$ cat config.mk
export PLATFORM = sky130hd
export DESIGN_NAME = llc_lookup
export DESIGN_NICKNAME = d
export VERILOG_FILES = /design/src/rtl/llc_pkg.sv /design/src/rtl/llc_way_search.sv /design/src/rtl/llc_lookup.sv
export SDC_FILE = /design/constraint.sdc
export NUM_CORES = 1
export LEC_CHECK = 0
export ABC_AREA = 1
export BUFFER_PORTS_ARGS = -buffer_cell sky130_fd_sc_hd__buf_4
export CAP_MARGIN = 40
export CORE_ASPECT_RATIO = 0.7
export CORE_MARGIN = 2
export CORE_UTILIZATION = 30
export CTS_CLUSTER_SIZE = 16
export DETAILED_ROUTE_END_ITERATION = 16
export PLACE_DENSITY = 0.54
export SETUP_SLACK_MARGIN = 0.02
export SYNTH_ARGS = -nofsm -noshare
export SYNTH_HDL_FRONTEND = slang
export SYNTH_SLANG_ARGS = --single-unit
$ cat constraint.sdc
create_clock -name clk -period 4.3 [get_ports clk]
set_clock_uncertainty 0.05 [all_clocks]
set_input_delay 0.215 -clock clk [delete_from_list [all_inputs] [get_ports clk]]
set_output_delay 0.215 -clock clk [all_outputs]
set_load 0.02 [all_outputs]
$ cat src/rtl/llc_pkg.sv
// Shared LLC types and constants used by the lookup stage and its helpers.
package llc_pkg;

    localparam int unsigned NUM_WAYS      = 16;
    localparam int unsigned WAY_BITS      = 4;
    localparam int unsigned LLC_SET_BITS  = 10;
    localparam int unsigned LLC_TAG_BITS  = 16;
    localparam int unsigned STATE_BITS    = 3;
    localparam int unsigned LLC_ADDR_BITS = LLC_TAG_BITS + LLC_SET_BITS;

    typedef logic [LLC_SET_BITS-1:0] llc_set_t;
    typedef logic [LLC_TAG_BITS-1:0] llc_tag_t;
    typedef logic [WAY_BITS-1:0]     llc_way_t;
    typedef logic [STATE_BITS-1:0]   llc_state_t;

    localparam llc_state_t LLC_STATE_INVALID = '0;

    typedef enum logic [1:0] {
        LK_IDLE,
        LK_READ,
        LK_CAPTURE,
        LK_RESP
    } lookup_state_e;

endpackage

$ cat src/rtl/llc_way_search.sv
// Circular priority search: first set bit of i_match at or after i_start,
// wrapping from N-1 back to 0.
module llc_way_search #(
    parameter int unsigned N  = 16,
    parameter int unsigned WB = 4
) (
    input  logic [N-1:0]  i_match,
    input  logic [WB-1:0] i_start,
    output logic          o_found_c,
    output logic [WB-1:0] o_way_c
);

    always_comb begin
        o_found_c = 1'b0;
        o_way_c   = '0;
        for (int unsigned i = 0; i < N; i++) begin
            if (!o_found_c && i_match[WB'(i_start + WB'(i))]) begin
                o_found_c = 1'b1;
                o_way_c   = WB'(i_start + WB'(i));
            end
        end
    end

endmodule

$ cat src/rtl/llc_lookup.sv
// LLC lookup stage: reads one set, compares tags, picks hit/empty/victim way
// and returns the result over a valid/ready response.
module llc_lookup
    import llc_pkg::*;
(
    input  logic                             clk,
    input  logic                             rst,
    input  logic                             req_valid,
    output logic                             req_ready,
    input  logic [LLC_ADDR_BITS-1:0]         req_line_addr,
    output logic                             mem_rd_en,
    output logic [LLC_SET_BITS-1:0]          mem_rd_set,
    input  logic [NUM_WAYS*LLC_TAG_BITS-1:0] mem_rd_tag,
    input  logic [NUM_WAYS*STATE_BITS-1:0]   mem_rd_state,
    input  logic [WAY_BITS-1:0]              mem_rd_evict_way,
    output logic                             rsp_valid,
    input  logic                             rsp_ready,
    output logic                             rsp_hit,
    output logic [WAY_BITS-1:0]              rsp_way,
    output logic                             rsp_empty,
    output logic [STATE_BITS-1:0]            rsp_state,
    output logic [LLC_SET_BITS-1:0]          rsp_set,
    output logic [LLC_TAG_BITS-1:0]          rsp_tag,
    output logic [WAY_BITS-1:0]              rsp_evict_way_next
);

    lookup_state_e r_state;
    lookup_state_e w_state_next;

    llc_tag_t   r_tag;
    llc_set_t   r_set;
    logic       r_req_ready;
    logic       r_mem_rd_en;
    logic       r_rsp_valid;
    logic       r_rsp_hit;
    llc_way_t   r_rsp_way;
    logic       r_rsp_empty;
    llc_state_t r_rsp_state;
    llc_way_t   r_rsp_evict_next;

    logic                w_accept;
    logic [NUM_WAYS-1:0] w_hit_vec;
    logic [NUM_WAYS-1:0] w_inv_vec;
    logic                w_hit;
    llc_way_t            w_hit_way;
    logic                w_inv;
    llc_way_t            w_inv_way;
    llc_way_t            w_sel_way;
    llc_state_t          w_sel_state;
    llc_way_t            w_evict_next;

    assign w_accept = req_valid & r_req_ready;

    // Per-way match vectors from the captured set read
    always_comb begin
        w_hit_vec = '0;
        w_inv_vec = '0;
        for (int unsigned w = 0; w < NUM_WAYS; w++) begin
            w_inv_vec[w] = (mem_rd_state[w*STATE_BITS +: STATE_BITS] == LLC_STATE_INVALID);
            w_hit_vec[w] = !w_inv_vec[w] &&
                           (mem_rd_tag[w*LLC_TAG_BITS +: LLC_TAG_BITS] == r_tag);
        end
    end

    llc_way_search #(.N(NUM_WAYS), .WB(WAY_BITS)) u_hit_search (
        .i_match   (w_hit_vec),
        .i_start   (WAY_BITS'(0)),
        .o_found_c (w_hit),
        .o_way_c   (w_hit_way)
    );

    llc_way_search #(.N(NUM_WAYS), .WB(WAY_BITS)) u_inv_search (
        .i_match   (w_inv_vec),
        .i_start   (mem_rd_evict_way),
        .o_found_c (w_inv),
        .o_way_c   (w_inv_way)
    );

    // Hit way wins, then first empty way from the pointer, then the pointer itself
    always_comb begin
        w_sel_way    = mem_rd_evict_way;
        w_evict_next = mem_rd_evict_way;
        if (w_hit) begin
            w_sel_way = w_hit_way;
        end else begin
            if (w_inv) begin
                w_sel_way = w_inv_way;
            end
            w_evict_next = WAY_BITS'(w_sel_way + WAY_BITS'(1));
        end
        w_sel_state = mem_rd_state[w_sel_way*STATE_BITS +: STATE_BITS];
    end

    always_comb begin
        w_state_next = r_state;
        unique case (r_state)
            LK_IDLE:    if (w_accept) w_state_next = LK_READ;
            LK_READ:    w_state_next = LK_CAPTURE;
            LK_CAPTURE: w_state_next = LK_RESP;
            LK_RESP:    if (rsp_ready) w_state_next = LK_IDLE;
            default:    w_state_next = LK_IDLE;
        endcase
    end

    always_ff @(posedge clk or posedge rst) begin
        if (rst) begin
            r_state          <= LK_IDLE;
            r_req_ready      <= 1'b1;
            r_mem_rd_en      <= 1'b0;
            r_rsp_valid      <= 1'b0;
            r_tag            <= '0;
            r_set            <= '0;
            r_rsp_hit        <= 1'b0;
            r_rsp_way        <= '0;
            r_rsp_empty      <= 1'b0;
            r_rsp_state      <= '0;
            r_rsp_evict_next <= '0;
        end else begin
            r_state     <= w_state_next;
            r_req_ready <= (w_state_next == LK_IDLE);
            r_mem_rd_en <= (w_state_next == LK_READ);
            r_rsp_valid <= (w_state_next == LK_RESP);
            if (w_accept) begin
                r_tag <= req_line_addr[LLC_ADDR_BITS-1 -: LLC_TAG_BITS];
                r_set <= req_line_addr[LLC_SET_BITS-1:0];
            end
            if (r_state == LK_CAPTURE) begin
                r_rsp_hit        <= w_hit;
                r_rsp_way        <= w_sel_way;
                r_rsp_empty      <= !w_hit && w_inv;
                r_rsp_state      <= w_sel_state;
                r_rsp_evict_next <= w_evict_next;
            end
        end
    end

    assign req_ready          = r_req_ready;
    assign mem_rd_en          = r_mem_rd_en;
    assign mem_rd_set         = r_set;
    assign rsp_valid          = r_rsp_valid;
    assign rsp_hit            = r_rsp_hit;
    assign rsp_way            = r_rsp_way;
    assign rsp_empty          = r_rsp_empty;
    assign rsp_state          = r_rsp_state;
    assign rsp_set            = r_set;
    assign rsp_tag            = r_tag;
    assign rsp_evict_way_next = r_rsp_evict_next;

endmodule

**Yosys cells after proc, flatten, opt, wreduce, memory -nomap -nowiden**

Index checks and enable logic that the tools add are counted.

- Add/subtract/negate cells: 16
- Multiply operators: 1
- Div/mod/pow operators: 0
- $lt $le $gt $ge: 16
- Eq/ne operators: 21
- Shift operators: 1
- Mux-type cells: 102
- Bitwise gates (word level): 1
- Reductions and logical operators: 112

Operator list:

| operator | number |
|---|---|
| $eq A16 B16 Y1 | 16 |
| $mux W4 | 28 |
| $lt A4 B5 Y1 const B | 16 |
| $bmux W1 S4 | 16 |
| $mux W1 | 49 |
| $logic_not A3 Y1 | 16 |
| $shiftx A48 B7 Y3 | 1 |
| $logic_and A1 B1 Y1 | 47 |
| $logic_not A1 Y1 | 47 |
| $add A4 B4 Y4 const B | 8 |
| $add A4 B3 Y4 const B | 4 |
| $mux W3 | 4 |
| $add A4 B1 Y4 const B | 2 |
| $add A4 B2 Y4 const B | 2 |
| $mux W2 | 4 |
| $pmux W2 S4 | 1 |
| $eq A2 B2 Y1 const B | 3 |
| $mul A4 B2 Y6 const B | 1 |
| $eq A2 B1 Y1 const B | 2 |
| $logic_not A2 Y1 | 2 |
| $and A1 B1 Y1 | 1 |

- Bits in registers: 44
- Bits in latches: 0
- RAM bits: 0
- ROM bits: 0
- Output and inout bits: 52
- Logic and storage cells: 281
- Memories: 0

**Depth between registers and ports, before layout**

Gate-level depths: netlist (run 1).

- Depth in word-level cells: 54
- Depth in mapped cells: 33
- Gate-level depth less buffers: 31

**Hierarchy**

A second synthesis (run 1) with hierarchy kept.

- Cell total of the unflattened synthesis: 1,567
- Area, all modules: 9,276.4 sq um

Modules (own cells, without submodules):

| module | times used | cells an instance | area each (sq um) |
|---|---|---|---|
| llc_lookup | 1 | 857 | 5,705.5 |
| llc_way_search | 2 | 355 | 1,785.5 |

**Worst setup path after synthesis (run 1)**

OpenSTA, ideal clock, no wires.

- Kind: input to register
- From: in mem_rd_evict_way[1]
- To: reg r_rsp_state[0] (netlist: rsp_state[0])
- Arrival: 3.252 ns
- Required time: 4.126 ns
- Path slack: 0.874 ns
- Cell stages on the path: 31
- Cells stage by stage: buf_2 -> inv_2 -> buf_6 -> ha_1 -> inv_1 -> buf_2 -> nand3_1 -> nand3_1 -> nand3_1 -> nand2_2 -> nand3_4 -> nor2_8 -> nand4_4 -> nor2_4 -> nand4_1 -> or2_0 -> o21ai_1 -> nand2_1 -> nand2_1 -> nand2_2 -> nand2_4 -> nand2_4 -> nand2_4 -> buf_8 -> nand2_2 -> nand3_2 -> nand2_1 -> nand2_1 -> nand2_1 -> nand2_1 -> nand3_1

- Cells in the longest elaborated chain, start to end: 53

RTL lines:

| what | line | RTL |
|---|---|---|
| start, declared | llc_lookup.sv:15 | `input logic [WAY_BITS-1:0] mem_rd_evict_way,` |
| parallel branches: the longest is 48 deep, another holds $add A4 B1 Y4 | -- |  |
| $mux W4 (*) | llc_lookup.sv:86 | `if (w_inv) begin` |
| $mux W4 (*) (2 in series) | llc_lookup.sv:83 | `if (w_hit) begin` |
| $mul A4 B2 Y6 (*) | llc_lookup.sv:91 | `w_sel_state = mem_rd_state[w_sel_way*STATE_BITS +: STATE_BITS];` |
| $shiftx A48 B7 Y3 (*) | llc_lookup.sv:91 |  |
| end signal, assigned | llc_lookup.sv:131 | `r_rsp_state <= w_sel_state;` |
| end, declared | llc_lookup.sv:38 | `llc_state_t r_rsp_state;` |

Every way passes the cells marked *. The select of a mux whose other input is x is not followed.
A chain may end at the register's enable or synchronous reset.

**Worst setup path in the final report (run 1)**

- From: reg r_tag[9] (netlist: rsp_tag[9])
- To: reg r_rsp_state[0] (netlist: rsp_state[0])

- Cells in the longest elaborated chain, start to end: 51

RTL lines:

| what | line | RTL |
|---|---|---|
| start, declared | llc_lookup.sv:30 | `llc_tag_t r_tag;` |
| start signal, assigned | llc_lookup.sv:124 | `r_tag <= req_line_addr[LLC_ADDR_BITS-1 -: LLC_TAG_BITS];` |
| $eq A16 B16 Y1 | llc_lookup.sv:61 | `(mem_rd_tag[w*LLC_TAG_BITS +: LLC_TAG_BITS] == r_tag);` |
| $logic_and A1 B1 Y1 | llc_lookup.sv:60 | `w_hit_vec[w] = !w_inv_vec[w] &&` |
| $mux W1 | llc_way_search.sv:17 | `if (!o_found_c && i_match[WB'(i_start + WB'(i))]) begin` |
| $logic_not A1 Y1 | llc_way_search.sv:17 |  |
| $logic_and A1 B1 Y1 | llc_way_search.sv:17 |  |
| $mux W1 | llc_way_search.sv:17 |  |
| $logic_not A1 Y1 | llc_way_search.sv:17 |  |
| $logic_and A1 B1 Y1 | llc_way_search.sv:17 |  |
| (+35 left out) | -- |  |
| $logic_and A1 B1 Y1 | llc_way_search.sv:17 |  |
| $mux W1 | llc_way_search.sv:17 |  |
| $logic_not A1 Y1 | llc_way_search.sv:17 |  |
| $logic_and A1 B1 Y1 | llc_way_search.sv:17 |  |
| $mux W4 / $mux W1 (equally long branches) | llc_way_search.sv:17 |  |
| $mux W4 (*) | llc_lookup.sv:83 |  |
| $mul A4 B2 Y6 (*) | llc_lookup.sv:91 |  |
| $shiftx A48 B7 Y3 (*) | llc_lookup.sv:91 |  |

Mark *: on every way between the ends. The rest lies on a longest branch, timed or not.

==> results of run 1 <==
==> worst paths after layout <==
| path | endpoint | slack (ns) | depth (start not counted) |
|---|---|---|---|
| worst max-delay path | rsp_state[0] | 0.29 | 17 |
| worst min-delay path | mem_rd_set[6] | 0.05 | 3 |
| worst max register to register | rsp_state[0] | 0.29 | 17 |
| worst min register to register | mem_rd_en | 0.39 | 1 |
| max in group asynchronous | rsp_tag[0] | 3.16 | 4 |
| min in group asynchronous | mem_rd_set[6] | 0.51 | 3 |
==> cells by family after synthesis <==
| family | count (synthesis) | synth area share |
|---|---|---|
| AO/OA/AOI/OAI | 189 | 0.160 |
| buffers and inverters | 197 | 0.121 |
| AND/OR/NAND/NOR | 671 | 0.416 |
| XOR/XNOR | 130 | 0.149 |
| flip-flops | 44 | 0.142 |
| adder cells (fa/ha/maj) | 8 | 0.0129 |
==> worst max-delay path, cell delays in order, from the launching register on <==
cell                         delay, ns
sky130_fd_sc_hd__dfrtp_1          0.40
sky130_fd_sc_hd__clkinvlp_4       0.37
sky130_fd_sc_hd__or2_2            0.41
sky130_fd_sc_hd__nand4_1          0.17
sky130_fd_sc_hd__nor3_1           0.07
sky130_fd_sc_hd__nand4_1          0.16
sky130_fd_sc_hd__nor3b_2          0.34
sky130_fd_sc_hd__nand4_1          0.28
sky130_fd_sc_hd__nor4_4           0.57
sky130_fd_sc_hd__inv_1            0.28
sky130_fd_sc_hd__nor2_2           0.22
sky130_fd_sc_hd__nor2_4           0.05
sky130_fd_sc_hd__buf_12           0.16
sky130_fd_sc_hd__nand3_1          0.08
sky130_fd_sc_hd__nand3_1          0.12
sky130_fd_sc_hd__nand2_1          0.09
sky130_fd_sc_hd__nand2_1          0.05
sky130_fd_sc_hd__nand3_1          0.09
==> per-layer routing <==
| layer | up-vias | global-route usage | wire length, um |
|---|---|---|---|
| met1 | 4972 | 0.479 | 20600 |
| met4 | 0 | 0.0482 | 576 |
| met3 | 41 | 0.0666 | 5010 |
| met2 | 576 | 0.478 | 18900 |
| li1 | 4993 | - | - |
| met5 | - | 0 | 0 |
==> flip-flops by register name (all words and copies together) (netlist names) <==
signal / flops
rsp_empty: 1
rsp_hit: 1
rsp_state: 3
rsp_way: 4
r_state: 2
mem_rd_en: 1
mem_rd_set: 10
rsp_evict_way_next: 4
rsp_tag: 16
req_ready: 1
rsp_valid: 1
==> area by class of cell <==
type	instances	area, sq um	area share
diodes	2	5.00	0.000440
clock buffers	5	125	0.0110
clock inverters	3	46.3	0.00407
inverters	122	469	0.0413
multi-input cells	998	5750	0.506
flip-flops and latches	44	1100	0.0970
well taps	331	414	0.0364
repair buffers	450	3460	0.304
==> cell usage in the layout, fill, tap and decap left out, types with 29 or more instances in the layout <==
cell type	n
sky130_fd_sc_hd__buf_4	444
sky130_fd_sc_hd__nand2_1	278
sky130_fd_sc_hd__nand3_1	183
sky130_fd_sc_hd__inv_1	103
sky130_fd_sc_hd__xor2_1	98
sky130_fd_sc_hd__o21ai_0	67
sky130_fd_sc_hd__nor2_1	66
sky130_fd_sc_hd__nand4_1	44
sky130_fd_sc_hd__dfrtp_1	43
sky130_fd_sc_hd__o22ai_1	39
sky130_fd_sc_hd__xnor2_1	29
==> power by group <==
group / leakage [nW] / switching (mW) / total (mW) / internal, mW
logic: 5.22 / 2.65 / 4.27 / 1.63
registers: 0.536 / 0.190 / 0.806 / 0.615
clock network: 0.0804 / 0.185 / 0.462 / 0.277
total: 5.84 / 3.02 / 5.54 / 2.52
==> timing repair <==
action / 4_1_cts / 5_1_grt
gates resized for setup: 0 / 3
endpoints found under the setup margin: 0 / 4
hold endpoints to repair: 25 / 0
hold buffers: 1 / 0
==> out/qor.yml, run 1 <==
critical_path:
  worstSetupStartpointType: "flop"
  cp-end-kind: "flop"
  crit_path_start: "rsp_tag[9]"
  arrival_ns: 4.20
  worstReg2RegStart: "rsp_tag[9]"
  crit_type: "reg -> reg"
  worst_ep_required_time_ns: 4.49
  critical_path.max_fanout: 17
global_route:
  antenna_found_initial: 2
  grt_max_degree: 30
  number_of_global_route_vias_before_repair: 9938
  globalRouteOverflowTotal: 0
  grt_usage: 0.320
  grt_pass1_wl_mm: 65.2
place:
  routabilityCongestion: 0.982
  placed_cells: 1944
  final_hpwl_from_detailed_placement_mm: 38.4
  detailedPlace.worstSlack_ns: 0.324
  placed_area_sq_um: 11200
  place.port_buffers: 389
cells_and_area:
  postLayoutCoreUtil: 0.445
  final_cell_area_sq_um: 11400
  share_of_post_route_cells_with_drive_strength_above_1: 0.330
  layout.filler_cells: 2761
  nets: 1967
  syn_to_final_growth_pct: 46.0
  fin_cells: 1955
detailed_routing:
  route.detailed.drc: 0
  drt_iter0_drc: 1187
  avgViaCountPerCell: 5.41
  post_drt_wl_per_cell_um: 23.1
  drt_wl_total_mm: 45.1
  final_antenna_net_count: 0
  vias: 10600
  first_pass_iters: 5
floorplanning:
  die_h_um: 139
  top_level_ports: 390
  die_w_um: 197
  starting_density: 0.304
  std_cell_rows: 49
  full_die_area_sq_um: 27300
  placeableCoreArea_sq_um: 25600
yosys:
  yosys_most_used_dff: "sky130_fd_sc_hd__dfrtp_1"
  synth_area_per_cell_sq_um: 6.28
  share_of_the_yosys_chip_area_belonging_to_registers: 0.142
  synth_top_cell_by_area: "sky130_fd_sc_hd__dfrtp_1"
  netlist_area_sq_um: 7780
  yosys-top-cells-area: "sky130_fd_sc_hd__dfrtp_1 (14%), sky130_fd_sc_hd__nand2_1 (13%), sky130_fd_sc_hd__nand3_1 (12%)"
  yosysTopAreaCellShare: 0.138
  ys_warn_count: 0
  top_post_synthesis_cells_by_count: "sky130_fd_sc_hd__nand2_1 (278), sky130_fd_sc_hd__nand3_1 (183), sky130_fd_sc_hd__inv_1 (106)"
  synth-async-reset-ratio: 1.00
  synthesis.instances: 1239
  synth_edf_count: 0
  yosys.cell_count.top_type: "sky130_fd_sc_hd__nand2_1"
  synthesis.nets: 1585
  cell_variety_after_synth: 61
  ys_ff_latch: 44
timing:
  final-setup-viol-count: 0
  timing.slew.headroom: 0.547
  finalHoldViolations: 0
  max_clock_freq_mhz: 249
  layout_setup_ws_ns: 0.290
  hold_ws_ns: 0.0521
  post-route-period-util: 0.933
  report.final.slew_viol_count: 0
  max_slew.worst_pin.slew_ns: 0.680
  rsz_0062_raised_after_global_routing: "no"
  timing.final.crit_period_ns: 4.01
  setup-tns-final_ns: 0
clocking:
  cts.sinks: 44
  clkTransAtPathRegs_ns: 0.07
  clock_tree_from_tritoncts: "yes"
  cts-root-buf: "sky130_fd_sc_hd__clkbuf_16"
  worstSkewPairLatency_ns: 0.30
  cts_buffers: 5
  cts.htree.levels: 2
  clk_path_buf_depth: 2
  cts_post_setup_buffers_inserted: 0
worst_hold_path:
  holdCritStartpoint: "req_line_addr[6]"
  path_type_of_the_worst_min_delay_path: "in -> reg"
pwr:
  power.density_cell_area_nw_per_um2: 487
  irDropWorstVdd_mv: 0.361
  design_power_total_mw: 5.54
  p_leak_nw: 5.84
flow_run:
  max_cap_viol_count: 0
status:
  status: "completed"
(Power assumes the default switching activity.)
==> run 2, diff against run 1 <==
--- a/config.mk
+++ b/config.mk
@@ -13,8 +13,9 @@
 export CORE_UTILIZATION = 30
 export CTS_CLUSTER_SIZE = 16
 export DETAILED_ROUTE_END_ITERATION = 16
-export PLACE_DENSITY = 0.54
+export PLACE_DENSITY = 0.52
 export SETUP_SLACK_MARGIN = 0.02
 export SYNTH_ARGS = -nofsm -noshare
 export SYNTH_HDL_FRONTEND = slang
+export SYNTH_HIERARCHICAL = 1
 export SYNTH_SLANG_ARGS = --single-unit
==> run 2 against run 1 <==
Effect of this change:
- sequential share of layout area decreased by 2.4 points
- routed wire length rose by 20%
- critical path depth up 16
- worst setup slack got worse by 0.26 ns
- synthesized cell count rose by 26%
- register-to-register slack lost 0.26 ns
- area after synthesis is 19% higher
- non-clock buffer count is 162 higher
- first-iteration DRC count is 6.7% lower
- combinational power rose by 32%
- clock-buffer cell count stayed put
==> out/qor.yml, run 2 <==
cells_and_area:
  layout_common_cells: "sky130_fd_sc_hd__buf_4 (581), sky130_fd_sc_hd__nand2_1 (388), sky130_fd_sc_hd__nand3_1 (223)"
  nets: 2474  # +26%
  final-seq-area_sq_um: 1110  # +0.57%
  postLayoutCoreUtil: 0.505  # +0.0603
  layout.filler_cells: 3160  # +14%
  n_antenna_cell: 0  # -2
  most_common_library_cell_in_the_layout_ignoring_fill_and_taps: "sky130_fd_sc_hd__buf_4"
  multi_input_combinational_cell_area_sq_um: 7970  # +39%
  largest_register_ffs: 16  # unchanged
  syn_to_final_growth_pct: 64.6
  share_of_post_route_cells_with_drive_strength_above_1: 0.402  # +0.0720
critical_path:
  critical_path.max_fanout: 6  # -11
  crit_path_max_incr_delay_ns: 0.39  # -0.18 ns
  worst_ep_required_time_ns: 4.50  # about the same
  arrival_ns: 4.46  # +0.26 ns
  most_used_cell_along_the_critical_path: "sky130_fd_sc_hd__nand3_2"
  worstSetupStartpointType: "flop"
  crit_type: "reg -> reg"
  cp.buffers_inverters: 7  # +4
  cp-end-kind: "flop"
  cpLargestDelayFamily: "simple AND/OR/NAND/NOR gates"
  timing.critical_path.slowest_stage_cell: "sky130_fd_sc_hd__dfrtp_1"
pwr:
  clock_power_share: 0.068  # -0.015
  power.density_cell_area_nw_per_um2: 454  # -6.9%
  p_sw_mw: 3.56  # +18%
  intPower_mw: 3.37  # +34%
  swShare: 0.514  # -0.0318
  seqPwrFrac: 0.117  # -0.028
  irDropWorstVdd_mv: 0.281  # -22%
  p_leak_nw: 7.61  # +30%
  combPwrFrac: 0.815  # +0.044
yosys:
  cell_variety_after_synth: 52  # -15%
  synth_compound_gate_area_share: 0.155  # -0.00464
  synth-async-reset-ratio: 1.00  # unchanged
  synth_area_per_cell_sq_um: 5.92  # -5.8%
  yosys.cell_count.top_type: "sky130_fd_sc_hd__nand2_1"
  muxShareOfSynthArea: 0.00216  # +0.00216
  yosysTopAreaCellShare: 0.165  # +0.0269
  yosys-top-cells-area: "sky130_fd_sc_hd__nand2_1 (17%), sky130_fd_sc_hd__nand3_1 (14%), sky130_fd_sc_hd__dfrtp_1 (12%)"
  synth_top_cell_by_area: "sky130_fd_sc_hd__nand2_1"
  synth_top_family_by_area: "simple AND/OR/NAND/NOR gates"
  synthAdderAreaFrac: 0.0202  # +0.00737
  ys_warn_count: 6  # +6
  top_post_synthesis_cells_by_count: "sky130_fd_sc_hd__nand2_1 (408), sky130_fd_sc_hd__nand3_1 (262), sky130_fd_sc_hd__inv_1 (120)"
  synth_simple_gate_area_share: 0.484  # +0.0674
  yosys_most_used_dff: "sky130_fd_sc_hd__dfrtp_1"
  share_of_the_yosys_chip_area_belonging_to_registers: 0.119  # -0.0228
  ys_ff_latch: 44  # unchanged
  synthesis.instances: 1567  # +26%
  synth_edf_count: 0  # unchanged
  netlist_area_sq_um: 9280  # +19%
  yosys.area_share.xor_xnor: 0.111  # -0.0378
clocking:
  clkTransAtPathRegs_ns: 0.07  # about the same
  clock_tree_from_tritoncts: "yes"
  cts_buffers: 5  # unchanged
  clk_path_buf_depth: 2  # unchanged
  worstSkewPairLatency_ns: 0.31  # about the same
  cts-root-buf: "sky130_fd_sc_hd__clkbuf_16"
  cts.htree.levels: 2  # unchanged
  cts.sinks: 44  # unchanged
timing:
  timing.slew.headroom: 0.452  # -0.0947
  layout_setup_ws_ns: 0.0324  # -0.258 ns
  final-setup-viol-count: 0  # unchanged
  post-route-period-util: 0.992  # +0.0599
  max_slew.worst_pin.slew_ns: 0.819  # +0.139 ns
  finalHoldViolations: 0  # unchanged
  max_clock_freq_mhz: 234  # -6.0%
  rsz_0062_raised_after_global_routing: "yes"
  report.final.slew_viol_count: 0  # unchanged
  timing.final.crit_period_ns: 4.27  # +0.258 ns
global_route:
  gr-usage-met1: 0.428  # -0.0505
  globalRouteOverflowTotal: 0  # unchanged
  grt_usage: 0.312  # -0.00831
  number_of_global_route_vias_before_repair: 12300  # +23%
  antenna_found_initial: 0  # -2
  grt_max_degree: 45  # +50%
  grt_pass1_wl_mm: 76.2  # +17%
  gr-usage-met2: 0.514  # +0.0358
  met3_usage: 0.0639  # -0.00278
  grt_busiest_layer: "met2"
status:
  status: "completed"
detailed_routing:
  vias: 13400  # +27%
  route.detailed.drc: 0  # unchanged
  post_drt_wl_per_cell_um: 21.3  # -7.7%
  first_pass_iters: 6  # +1
  drt_wl_total_mm: 54.0  # +20%
  drt_iter0_drc: 1107  # -6.7%
  final_antenna_net_count: 0  # unchanged
  avgViaCountPerCell: 5.30  # -2.1%
floorplanning:
  full_die_area_sq_um: 32400  # +19%
  top_level_ports: 390  # unchanged
  die_w_um: 214  # +9.0%
  std_cell_rows: 53  # +8.2%
  placeableCoreArea_sq_um: 30200  # +18%
  die_h_um: 151  # +8.9%
  starting_density: 0.307  # +0.00231
place:
  detailedPlace.worstSlack_ns: -0.400  # -0.724 ns
  place.port_buffers: 389  # unchanged
  routabilityCongestion: 0.963  # -1.9%
  final_hpwl_from_detailed_placement_mm: 44.3  # +15%
flow_run:
  max_cap_viol_count: 0  # unchanged
worst_hold_path:
  path_type_of_the_worst_min_delay_path: "in -> async"
[run 2: cell types whose count changed in the layout (fill, tap and decap cells not counted), moves of 17 or more]
cell | before | now
sky130_fd_sc_hd__buf_4 | 444 | 581
sky130_fd_sc_hd__conb_1 | 0 | 17
sky130_fd_sc_hd__nand2_1 | 278 | 388
sky130_fd_sc_hd__nand3_1 | 183 | 223
sky130_fd_sc_hd__nand3_2 | 6 | 38
sky130_fd_sc_hd__nor2_1 | 66 | 96
sky130_fd_sc_hd__or2_2 | 12 | 36
[run 2: power groups by stage]
stage | logic (mW) | clock network (mW) | registers [mW]
after CTS | 4.83 | 0.476 | 0.810
after global routing | 6.01 | 0.495 | 0.828
after floorplan | 2.49 | 0 | 0.959
after global placement | 4.71 | 0 | 0.806
final | 5.65 | 0.471 | 0.807
after detailed placement | 4.73 | 0 | 0.810
[run 2: path summary, 6_finish.rpt]
kind | startpoint | depth (start not counted) | slack, ns | to
worst max-delay path | rsp_tag[0] | 33 | 0.03 | rsp_state[1]
worst min-delay path | rst | 3 | 0.03 | mem_rd_set[7]
worst min register to register | r_state[1] | 1 | 0.42 | mem_rd_en
worst max register to register | rsp_tag[0] | 33 | 0.03 | rsp_state[1]
min in group clk | req_line_addr[2] | 3 | 0.05 | mem_rd_set[2]
max in group asynchronous | rst | 3 | 3.69 | rsp_tag[14]
[run 2: cell families (layout without fill, tap and decap cells)]
logic type / after synthesis / after routing
muxes: 2 / 2
xor gates and xnor gates: 118 / 118
DFF: 44 / 44
and+or+nand+nor: 954 / 954
adders and majority gates: 15 / 15
other: 1 / 17
AOI/OAI and AO/OA: 211 / 211
buffers and inverters: 222 / 761
[run 2: timing repair]
action                     in CTS  in global routing
pin swaps                       5                 74
gates cloned                    0                  6
gates resized for setup        25                152
hold buffers                    0                  0
setup endpoints to repair      10                 12
buffers inserted                4                 45
[run 2: area by class of cell]
| type | count | area share |
|---|---|---|
| clock buffers | 5 | 0.00820 |
| flip-flops and latches | 44 | 0.0726 |
| multi-input cells | 1317 | 0.522 |
| inverters | 141 | 0.0364 |
| repair buffers | 612 | 0.324 |
| well taps | 412 | 0.0338 |
| clock inverters | 3 | 0.00303 |
[run 2: layer usage]
layer / vias to the layer above / part of all wire / wire [um]
li1: 6434 / - / -
met1: 6271 / 0.44 / 23500
met2: 678 / 0.46 / 24600
met3: 51 / 0.091 / 4930
met4: 0 / 0.018 / 962
met5: - / 0 / 0
[run 2: stage by stage]
stage	hold WS, ns	power, mW	area, sq um	setup TNS (ns)	cells
floorplan	0.275	3.45	9340	0	1583
CTS	0.0452	6.12	14100	0	2484
finish	0.0253	6.93	15300	0	2534
detailed placement	0.365	5.54	13800	-1.68	2472
global placement	0.364	5.52	13700	-1.66	2471
global route	0.0491	7.34	15300	-0.812	2534
[run 2: worst register-to-register path: cells and delay by family, from the launching register on]
| family | cells | cell delay [ns] |
|---|---|---|
| simple gates | 24 | 2.50 |
| buf+inv | 7 | 0.97 |
| flops | 1 | 0.39 |
| compound gates | 2 | 0.32 |
==> run 3, diff against run 2 <==
--- a/config.mk
+++ b/config.mk
@@ -13,8 +13,10 @@
 export CORE_UTILIZATION = 30
 export CTS_CLUSTER_SIZE = 16
 export DETAILED_ROUTE_END_ITERATION = 16
+export MAX_ROUTING_LAYER = met4
 export PLACE_DENSITY = 0.52
 export SETUP_SLACK_MARGIN = 0.02
+export SLEW_MARGIN = 10
 export SYNTH_ARGS = -nofsm -noshare
 export SYNTH_HDL_FRONTEND = slang
 export SYNTH_HIERARCHICAL = 1
==> constraint.sdc (replaced) <==
create_clock -name clk -period 5.35 [get_ports clk]
set_clock_uncertainty 0.05 [all_clocks]
set_input_delay 0.2675 -clock clk [delete_from_list [all_inputs] [get_ports clk]]
set_output_delay 0.2675 -clock clk [all_outputs]
set_load 0.02 [all_outputs]
==> run 3 against run 2 <==
Effect of this change:
- routed wire length fell by 5.7%
- clock power shrank 18%
- flip-flop and latch count stayed put
- clock-buffer cell count stayed put
- sequential power shrank 4.7%
- sequential share of layout area is 1.3 points higher
- utilization down 7.9 points
- final cell count shrank 6.8%
- critical path type unchanged
- first-iteration DRC count increased by 13%
==> out/qor.yml, run 3 (synthesis results as in run 2) <==
detailed_routing:
  post_drt_wl_per_cell_um: 21.6  # +1.3%
  route.detailed.drc: 0  # unchanged
  vias: 12800  # -5.0%
  avgViaCountPerCell: 5.40  # +1.9%
  final_antenna_net_count: 0  # unchanged
  drt_iter0_drc: 1247  # +13%
  first_pass_iters: 5  # -1
  drt_wl_total_mm: 51.0  # -5.7%
timing:
  rsz_0062_raised_after_global_routing: "no"
  timing.slew.headroom: 0.384  # -0.0685
  setup-tns-final_ns: 0  # unchanged
  timing.final.crit_period_ns: 5.00  # +0.733 ns
  finalHoldViolations: 0  # unchanged
  post-route-period-util: 0.935  # -0.0578
  final-setup-viol-count: 0  # unchanged
  layout_setup_ws_ns: 0.349  # +0.317 ns
  max_slew.worst_pin.slew_ns: 0.925  # +0.106 ns
  max_clock_freq_mhz: 200  # -15%
  report.final.slew_viol_count: 0  # unchanged
place:
  routabilityCongestion: 0.953  # -1.0%
  place.port_buffers: 389  # unchanged
  final_hpwl_from_detailed_placement_mm: 43.1  # -2.7%
  detailedPlace.worstSlack_ns: 0.499  # +0.899 ns
cells_and_area:
  layout_common_cells: "sky130_fd_sc_hd__buf_4 (436), sky130_fd_sc_hd__nand2_1 (408), sky130_fd_sc_hd__nand3_1 (262)"
  syn_to_final_growth_pct: 38.9
  share_of_post_route_cells_with_drive_strength_above_1: 0.284  # -0.119
  layout.filler_cells: 3338  # +5.6%
  n_antenna_cell: 0  # unchanged
  most_common_library_cell_in_the_layout_ignoring_fill_and_taps: "sky130_fd_sc_hd__buf_4"
  nets: 2301  # -7.0%
  largest_register_ffs: 16  # unchanged
  multi_input_combinational_cell_area_sq_um: 7230  # -9.3%
  final-seq-area_sq_um: 1100  # -0.56%
clocking:
  cts_post_setup_buffers_inserted: 0  # -4
  clkTransAtPathRegs_ns: 0.07  # about the same
  worstSkewPairLatency_ns: 0.31  # about the same
  clock_tree_from_tritoncts: "yes"
  cts-root-buf: "sky130_fd_sc_hd__clkbuf_16"
  cts.sinks: 44  # unchanged
  cts_buffers: 5  # unchanged
  clk_path_buf_depth: 2  # unchanged
  cts.htree.levels: 2  # unchanged
critical_path:
  worst_ep_required_time_ns: 5.55  # +1.05 ns
  cp-end-kind: "flop"
  most_used_cell_along_the_critical_path: "sky130_fd_sc_hd__nand3_1"
  worstSetupStartpointType: "flop"
  cpLargestDelayFamily: "simple AND/OR/NAND/NOR gates"
  arrival_ns: 5.20  # +0.74 ns
  critical_path.max_fanout: 27  # +21
  crit_type: "reg -> reg"
  crit_path_max_incr_delay_ns: 0.62  # +0.23 ns
  cp.buffers_inverters: 3  # -4
  timing.critical_path.slowest_stage_cell: "sky130_fd_sc_hd__nor4_1"
pwr:
  power.density_cell_area_nw_per_um2: 346  # -24%
  irDropWorstVdd_mv: 0.240  # -14%
  p_leak_nw: 6.47  # -15%
global_route:
  grt_max_degree: 41  # -8.9%
  globalRouteOverflowTotal: 0  # unchanged
  grt_pass1_wl_mm: 73.8  # -3.2%
  number_of_global_route_vias_before_repair: 11900  # -3.2%
  grt_usage: 0.312  # +0.000389
  antenna_found_initial: 0  # unchanged
floorplanning:
  std_cell_rows: 53  # unchanged
  die_w_um: 214  # unchanged
  placeableCoreArea_sq_um: 30200  # unchanged
  full_die_area_sq_um: 32400  # unchanged
  die_h_um: 151  # unchanged
  starting_density: 0.307  # unchanged
  top_level_ports: 390  # unchanged
worst_hold_path:
  path_type_of_the_worst_min_delay_path: "in -> reg"
flow_run:
  max_cap_viol_count: 0  # unchanged
status:
  status: "completed"
==> run 3: where the power goes <==
group	total, mW	switching (mW)	internal [mW]
Sequential	0.769	0.284	0.486
Clock	0.385	0.162	0.223
Combinational	3.31	2.04	1.27
==> run 3: path summary, 6_finish.rpt <==
path / start / to / depth (start not counted) / slack [ns]
max: rsp_tag[5] / rsp_state[1] / 29 / 0.35
max reg2reg: rsp_tag[5] / rsp_state[1] / 29 / 0.35
min reg2reg: r_state[1] / mem_rd_en / 1 / 0.41
min in group asynchronous: rst / mem_rd_set[7] / 3 / 0.49
min: req_line_addr[1] / mem_rd_set[1] / 3 / 0.10
max in group asynchronous: rst / req_ready / 4 / 4.18
==> run 3: area by class of cell <==
cell class                 instances  area share
clock buffer                       5     0.00971
clock inverter                     3     0.00359
inverter                         141      0.0422
multi-input combinational       1317       0.561
sequential                        44      0.0856
tap                              412      0.0400
timing repair buffer             439       0.258
==> run 3: stage by stage <==
step	area (sq um)	instances	total power, mW	hold slack (ns)	util
after CTS	12900	2361	4.40	0.101	0.426
after floorplan	9340	1583	2.77	0.327	-
after global routing	12900	2361	4.76	0.111	0.426
after global placement	12700	2351	4.01	0.396	0.419
final	12900	2361	4.46	0.104	0.426
after detailed placement	12700	2352	4.01	0.271	0.420
==> run 3: worst register-to-register path, delay by kind of cell (launching register included) <==
| kind | cells | cell delay [ns] |
|---|---|---|
| AO/OA/AOI/OAI | 3 | 0.56 |
| AND/OR/NAND/NOR | 23 | 3.10 |
| flip-flops | 1 | 0.49 |
| buffers and inverters | 3 | 0.74 |
==> run 3: layer usage <==
metal,vias up,part of all wire,global-route usage
li1,6078,-,-
met3,60,0.081,0.0526
met1,6002,0.44,0.412
met4,0,0.019,0.0587
met2,617,0.46,0.509
met5,-,0,-
==> run 3: what timing repair did <==
action / 4_1_cts / 5_1_grt
gates resized for setup: 0 / 0
hold buffers: 1 / 0
hold endpoints to repair: 19 / 0
